[src/rtl/r_c_n_bit_serial_subtractor_if.sv]
// Start/done handshake bundle for the bit-serial subtractor.
// Port ov exists only when SUB_OVERFLOW_EN is defined.
interface r_c_n_bit_serial_subtractor_if #(
    parameter int WIDTH = 16
);
    logic             start;
    logic [WIDTH-1:0] x;
    logic [WIDTH-1:0] y;
    logic             z;
    logic             ready;
    logic             busy;
    logic             done;
    logic [WIDTH-1:0] d;
    logic             b;
`ifdef SUB_OVERFLOW_EN
    logic             ov;
`endif

    modport master (
        output start, x, y, z,
        input  ready, busy, done, d, b
`ifdef SUB_OVERFLOW_EN
        , input ov
`endif
    );

    modport slave (
        input  start, x, y, z,
        output ready, busy, done, d, b
`ifdef SUB_OVERFLOW_EN
        , output ov
`endif
    );
endinterface

[src/rtl/r_c_n_bit_serial_subtractor.sv]
// Multi-cycle ripple-borrow subtractor d = x - y - z, DIGIT bits per clock.
// Define SUB_OVERFLOW_EN to add the registered signed-overflow output ov.
module r_c_n_bit_serial_subtractor #(
    parameter int WIDTH = 16,
    parameter int DIGIT = 4
) (
    input logic                          clk,
    input logic                          rst,
    r_c_n_bit_serial_subtractor_if.slave bus
);
    localparam int N  = WIDTH / DIGIT;
    localparam int CW = $clog2(N) + 1;

    typedef enum logic [1:0] {IDLE, RUN, DONE} state_t;

    state_t           state_reg, state_next;
    logic [CW-1:0]    cnt_reg;
    logic [WIDTH-1:0] x_sh_reg, y_sh_reg;
    logic [WIDTH-1:0] acc_reg, acc_next;
    logic [WIDTH-1:0] d_reg;
    logic             br_reg, b_reg;
    logic [DIGIT-1:0] diff;
    logic [DIGIT:0]   bchain;
    logic             ready_c, busy_c, done_c;
    logic             accept, last;
`ifdef SUB_OVERFLOW_EN
    logic             xm_reg, ym_reg, ov_reg;
`endif

    always_ff @(posedge clk or posedge rst) begin
        if (rst) state_reg <= IDLE;
        else     state_reg <= state_next;
    end

    always_comb begin
        state_next = state_reg;
        ready_c    = 1'b0;
        busy_c     = 1'b0;
        done_c     = 1'b0;
        case (state_reg)
            IDLE: begin
                ready_c = 1'b1;
                if (bus.start) state_next = RUN;
            end
            RUN: begin
                busy_c = 1'b1;
                if (last) state_next = DONE;
            end
            DONE: begin
                ready_c    = 1'b1;
                done_c     = 1'b1;
                state_next = bus.start ? RUN : IDLE;
            end
            default: state_next = IDLE;
        endcase
    end

    assign accept = bus.start & ready_c;
    assign last   = (cnt_reg == CW'(N - 1));

    // One DIGIT-wide slice of full subtractors; borrow ripples combinationally.
    assign bchain[0] = br_reg;
    for (genvar gi = 0; gi < DIGIT; gi++) begin : g_bit
        assign diff[gi]     = x_sh_reg[gi] ^ y_sh_reg[gi] ^ bchain[gi];
        assign bchain[gi+1] = (~x_sh_reg[gi] & y_sh_reg[gi]) |
                              (~x_sh_reg[gi] & bchain[gi])   |
                              ( y_sh_reg[gi] & bchain[gi]);
    end

    // Result slices are written in place so the final word needs no realignment.
    always_comb begin
        acc_next = acc_reg;
        acc_next[int'(cnt_reg) * DIGIT +: DIGIT] = diff;
    end

    always_ff @(posedge clk or posedge rst) begin
        if (rst) begin
            cnt_reg  <= '0;
            x_sh_reg <= '0;
            y_sh_reg <= '0;
            br_reg   <= 1'b0;
            acc_reg  <= '0;
            d_reg    <= '0;
            b_reg    <= 1'b0;
`ifdef SUB_OVERFLOW_EN
            xm_reg   <= 1'b0;
            ym_reg   <= 1'b0;
            ov_reg   <= 1'b0;
`endif
        end else if (accept) begin
            cnt_reg  <= '0;
            x_sh_reg <= bus.x;
            y_sh_reg <= bus.y;
            br_reg   <= bus.z;
            acc_reg  <= '0;
`ifdef SUB_OVERFLOW_EN
            xm_reg   <= bus.x[WIDTH-1];
            ym_reg   <= bus.y[WIDTH-1];
`endif
        end else if (state_reg == RUN) begin
            cnt_reg  <= cnt_reg + 1'b1;
            x_sh_reg <= x_sh_reg >> DIGIT;
            y_sh_reg <= y_sh_reg >> DIGIT;
            br_reg   <= bchain[DIGIT];
            acc_reg  <= acc_next;
            if (last) begin
                d_reg  <= acc_next;
                b_reg  <= bchain[DIGIT];
`ifdef SUB_OVERFLOW_EN
                ov_reg <= (xm_reg ^ ym_reg) & (acc_next[WIDTH-1] ^ xm_reg);
`endif
            end
        end
    end

    assign bus.ready = ready_c;
    assign bus.busy  = busy_c;
    assign bus.done  = done_c;
    assign bus.d     = d_reg;
    assign bus.b     = b_reg;
`ifdef SUB_OVERFLOW_EN
    assign bus.ov    = ov_reg;
`endif
endmodule
[src/flat_wrapper.sv]
// flat-port wrapper written by rule: the top's interface ports become plain ports
module r_c_n_bit_serial_subtractor_flat 
#(
    parameter int WIDTH = 16,
    parameter int DIGIT = 4
)
  (clk, rst, bus_start, bus_x, bus_y, bus_z, bus_ready, bus_busy, bus_done, bus_d, bus_b);
  r_c_n_bit_serial_subtractor_if #(.WIDTH(WIDTH)) bus_i ();
  input logic clk;
  input logic rst;
  input wire logic [$bits(bus_i.start)-1:0] bus_start;
  input wire logic [$bits(bus_i.x)-1:0] bus_x;
  input wire logic [$bits(bus_i.y)-1:0] bus_y;
  input wire logic [$bits(bus_i.z)-1:0] bus_z;
  output wire logic [$bits(bus_i.ready)-1:0] bus_ready;
  output wire logic [$bits(bus_i.busy)-1:0] bus_busy;
  output wire logic [$bits(bus_i.done)-1:0] bus_done;
  output wire logic [$bits(bus_i.d)-1:0] bus_d;
  output wire logic [$bits(bus_i.b)-1:0] bus_b;
  assign bus_i.start = bus_start;
  assign bus_i.x = bus_x;
  assign bus_i.y = bus_y;
  assign bus_i.z = bus_z;
  assign bus_ready = bus_i.ready;
  assign bus_busy = bus_i.busy;
  assign bus_done = bus_i.done;
  assign bus_d = bus_i.d;
  assign bus_b = bus_i.b;
  r_c_n_bit_serial_subtractor #(.WIDTH(WIDTH), .DIGIT(DIGIT)) u_core (.clk(clk), .rst(rst), .bus(bus_i));
endmodule
[config.mk]
export PLATFORM = sky130hd
export DESIGN_NAME = r_c_n_bit_serial_subtractor_flat
export DESIGN_NICKNAME = d
export VERILOG_FILES = /design/src/rtl/r_c_n_bit_serial_subtractor_if.sv /design/src/rtl/r_c_n_bit_serial_subtractor.sv /design/src/flat_wrapper.sv
export SDC_FILE = /design/constraint.sdc
export NUM_CORES = 1
export LEC_CHECK = 0
export ABC_CLOCK_PERIOD_IN_PS = 3100
export CAP_MARGIN = 10
export CORE_AREA = 2 2 83 85
export DETAILED_ROUTE_END_ITERATION = 8
export DIE_AREA = 0 0 85 87
export PLACE_DENSITY = 0.85
export SYNTH_ARGS = -nofsm -noshare
export SYNTH_HDL_FRONTEND = slang
export SYNTH_SLANG_ARGS = --single-unit
export TNS_END_PERCENT = 20
[constraint.sdc]
create_clock -name clk -period 3.1 [get_ports clk]
set_clock_uncertainty 0.15 [all_clocks]
set_input_delay 0.62 -clock clk [delete_from_list [all_inputs] [get_ports clk]]
set_output_delay 0.62 -clock clk [all_outputs]
set_load 0.01 [all_outputs]
==> results of run 1 <==
==> through the flow <==
| stage | instance area [µm²] | setup slack, ns | util, % |
|---|---|---|---|
| floorplan | 3380 | 0.533 | - |
| global placement | 3990 | 0.538 | 60.7 |
| detailed placement | 3990 | 0.465 | 60.7 |
| CTS | 4230 | 0.333 | 64.4 |
| global route | 4230 | 0.176 | 64.4 |
| finish | 4230 | 0.348 | 64.4 |
==> report_power, final <==
part / total (µW) / internal, µW / leakage, µW / switching, µW
combinational: 2170 / 870 / 0.000847 / 1290
clock: 900 / 537 / 0.000120 / 364
sequential: 1540 / 1300 / 0.000923 / 243
total: 4610 / 2710 / 0.00189 / 1900
==> layout make-up <==
cell class                      count  area share, %
Sequential cell                    71           42.0
Clock buffer                        9           2.93
Clock inverter                      7           2.84
Multi-Input combinational cell    210           33.6
Timing Repair Buffer               63           14.7
Tap cell                           80           2.37
Inverter                           17           1.57
==> layout by cell type, fill, tap and decap left out, types with 2 or more instances in the layout <==
cell type | netlist | routed
dfrtp_1 | 71 | 71
nand2_1 | 55 | 55
clkdlybuf4s50_1 | 0 | 55
nand3_1 | 39 | 39
a22oi_1 | 17 | 17
inv_1 | 16 | 15
a22o_1 | 12 | 12
clkbuf_8 | 0 | 9
o221ai_1 | 8 | 8
nor2_1 | 7 | 7
buf_4 | 1 | 7
o21ai_0 | 6 | 6
mux2i_1 | 5 | 5
o2bb2ai_1 | 5 | 5
o311ai_1 | 5 | 5
a31oi_1 | 4 | 4
o211ai_2 | 4 | 4
nand4_1 | 4 | 4
o211ai_1 | 4 | 4
nor3_1 | 4 | 4
a221o_1 | 4 | 4
fa_1 | 4 | 4
ha_1 | 4 | 4
bufinv_16 | 0 | 3
nand2b_1 | 2 | 2
and4bb_2 | 2 | 2
==> worst min path at each step <==
stage                         end  slack, ns  cells past startpoint
3_5_place_dp      u_core.bus.d[2]       0.32                      2
2_1_floorplan  u_core.acc_reg[12]       0.31                      1
4_1_cts           u_core.bus.d[2]       0.34                      2
3_3_place_gp     u_core.bus.d[12]       0.31                      2
6_report          u_core.bus.d[2]       0.33                      2
5_1_grt           u_core.bus.d[2]       0.36                      2
==> cells in the mapped netlist (2+ instances only) <==
library cell / n / area (µm²)
a22oi_1: 17 / 128
o21ai_0: 6 / 30.0
o211ai_2: 4 / 50.1
fa_1: 4 / 80.1
nand3_1: 39 / 195
o211ai_1: 4 / 30.0
nand2b_1: 2 / 12.5
o2bb2ai_1: 5 / 43.8
and4bb_2: 2 / 25.0
o221ai_1: 8 / 70.1
nor2b_1: 2 / 12.5
mux2i_1: 5 / 50.1
buf_6: 2 / 22.5
a31oi_1: 4 / 25.0
o311ai_1: 5 / 43.8
nand2_1: 55 / 206
clkbuf_1: 6 / 22.5
dfrtp_1: 71 / 1780
buf_1: 4 / 15.0
inv_1: 16 / 60.1
a221o_1: 4 / 40.0
a22o_1: 12 / 105
ha_1: 4 / 50.1
nor3_1: 4 / 20.0
nor2_1: 7 / 26.3
nand4_1: 4 / 25.0
buf_2: 10 / 50.1
==> metal layers <==
layer	GRT usage [%]	part of all wire, %	vias up
li1	-	-	1269
met1	28.9	44	1290
met2	34.0	47	131
met3	3.79	6.9	13
met4	8.95	1.8	0
met5	0	0	-
==> kinds of logic after synthesis <==
kind of cell | share of synthesized area (%)
DFF | 52.6
AOI/OAI and AO/OA | 17.3
muxes | 2.15
buffers and inverters | 5.44
and+or+nand+nor | 18.7
adders and majority gates | 3.85
==> worst max-delay path, cell delays in order (launching register included) <==
cell and delay (ns):
dfrtp_1 0.37, inv_1 0.08, fa_1 0.17, inv_1 0.05, fa_1 0.38, fa_1 0.36, inv_1 0.08, fa_1 0.53
o311ai_0 0.45
==> results.toml, run 1 <==
[clock_network]
h-tree-depth = 3
cts_hold_buf = 0
numCtsBuffers = 9
cts_post_setup_buffers_inserted = 0
clock-sinks = 71
cts_resized = 0
clock_path_buffers = 2
clk_latency_ns = 0.35
root_buffer = "clkbuf_8"
tritoncts = "built"
clkSlewWorstSetupHoldPaths_ns = 0.08

[setup_path]
rr_worst_depth = 8
crit_end = "u_core.bus.d[7]"
critPathCaptureType = "flop"
crit_fanout = 7
startpoint = "u_core.x_sh_reg[0]"
worstReg2RegEnd = "u_core.bus.d[7]"
r2r_start = "u_core.x_sh_reg[0]"
rrSetupSlack_ns = 0.35
critical_path_class = "reg2reg"
crit_required_ns = 3.16
worstSetupStartpointType = "flop"
cp_data_arrival_time_ns = 2.81

[synth]
synth_cells = 321
syn_nets = 365
avgSynthCellArea_um2 = 10.5
netlist_area_mm2 = 0.00338
synth-seq-cells = 71
synthFlopType = "dfrtp_1"
synth.distinct_cells = 42
synth_edf_count = 0
ys_seq_area_share_pct = 52.6
yosys_warnings = 0
async_flop_share_pct = 100

[final_layout]
area_delta_synth_final_pct = 25.2
stdcell_count = 457
antenna_cells = 0
final.fill_count = 517
register_area_mm2 = 0.00178
drive_gt1_share_pct = 10.9
layout.nets = 416
multi_input_area_mm2 = 0.00142

[timing]
tns_ns = 0
holdWs_ns = 0.333
finalSetupViolations = 0
slew_viol_final = 0
tightest_slew_ns = 0.652
clock.fmax_ghz = 0.363
slew_headroom_pct = 56.5
finalCritPeriodShare_pct = 88.8
rsz0062_at_grt = "false"
fin_crit_ns = 2.75
hold_viol_final = 0

[drt]
avgViaCountPerCell = 5.91
ant_nets = 0
drc = 0
drt-initial-drc-count = 225
wl_um = 7250
routedWlPerCell_um = 15.9
drtPass1Iterations = 5
dr_total_vias = 2703

[placement]
dp_hpwl_um = 5030
place_congestion = 0.831
port-buffer-count = 55
dp.cells = 441

[power_and_ir_drop]
leakage_uw = 0.00189
vdd_drop_max_mv = 0.719
power_density_mw_per_mm2 = 1090
total_power_uw = 4610

[floorplan]
row_count = 30
dieArea_mm2 = 0.00740
core_mm2 = 0.00657
die_y_um = 87
pin_count = 56
start_util_pct = 51.4
dieWidth_um = 85

[min_path]
hold_path.class = "reg2reg"
hold_start = "u_core.bus.d[2]"

[global_routing]
overflow = 0
grt_max_degree = 45
grt_pass1_wl_um = 12300
grt_use_total_pct = 21.3
antenna_found_initial = 0
grt_pass1_vias = 2555

[run_status]
outcome = "completed"

[job]
maxCapViolations = 0
No activity file was read; power rests on OpenSTA's default activity.
==> run 2, diff against run 1 <==
--- a/config.mk
+++ b/config.mk
@@ -11,6 +11,7 @@
 export DETAILED_ROUTE_END_ITERATION = 8
 export DIE_AREA = 0 0 85 87
 export PLACE_DENSITY = 0.85
+export SKIP_LAST_GASP = 1
 export SYNTH_ARGS = -nofsm -noshare
 export SYNTH_HDL_FRONTEND = slang
 export SYNTH_SLANG_ARGS = --single-unit
==> constraint.sdc (replaced) <==
create_clock -name clk -period 3.1 [get_ports clk]
set_clock_uncertainty 0.15 [all_clocks]
set_input_delay 0.62 -clock clk [delete_from_list [all_inputs] [get_ports clk]]
set_output_delay 0.62 -clock clk [all_outputs]
set_load 0.02 [all_outputs]
==> results of run 2 <==
Same layout as run 1 (identical final DEF). Status: completed.
Among the figures that moved: total power 4610 µW -> 4690 µW; worst IR drop on VDD 0.719 mV -> 0.721 mV
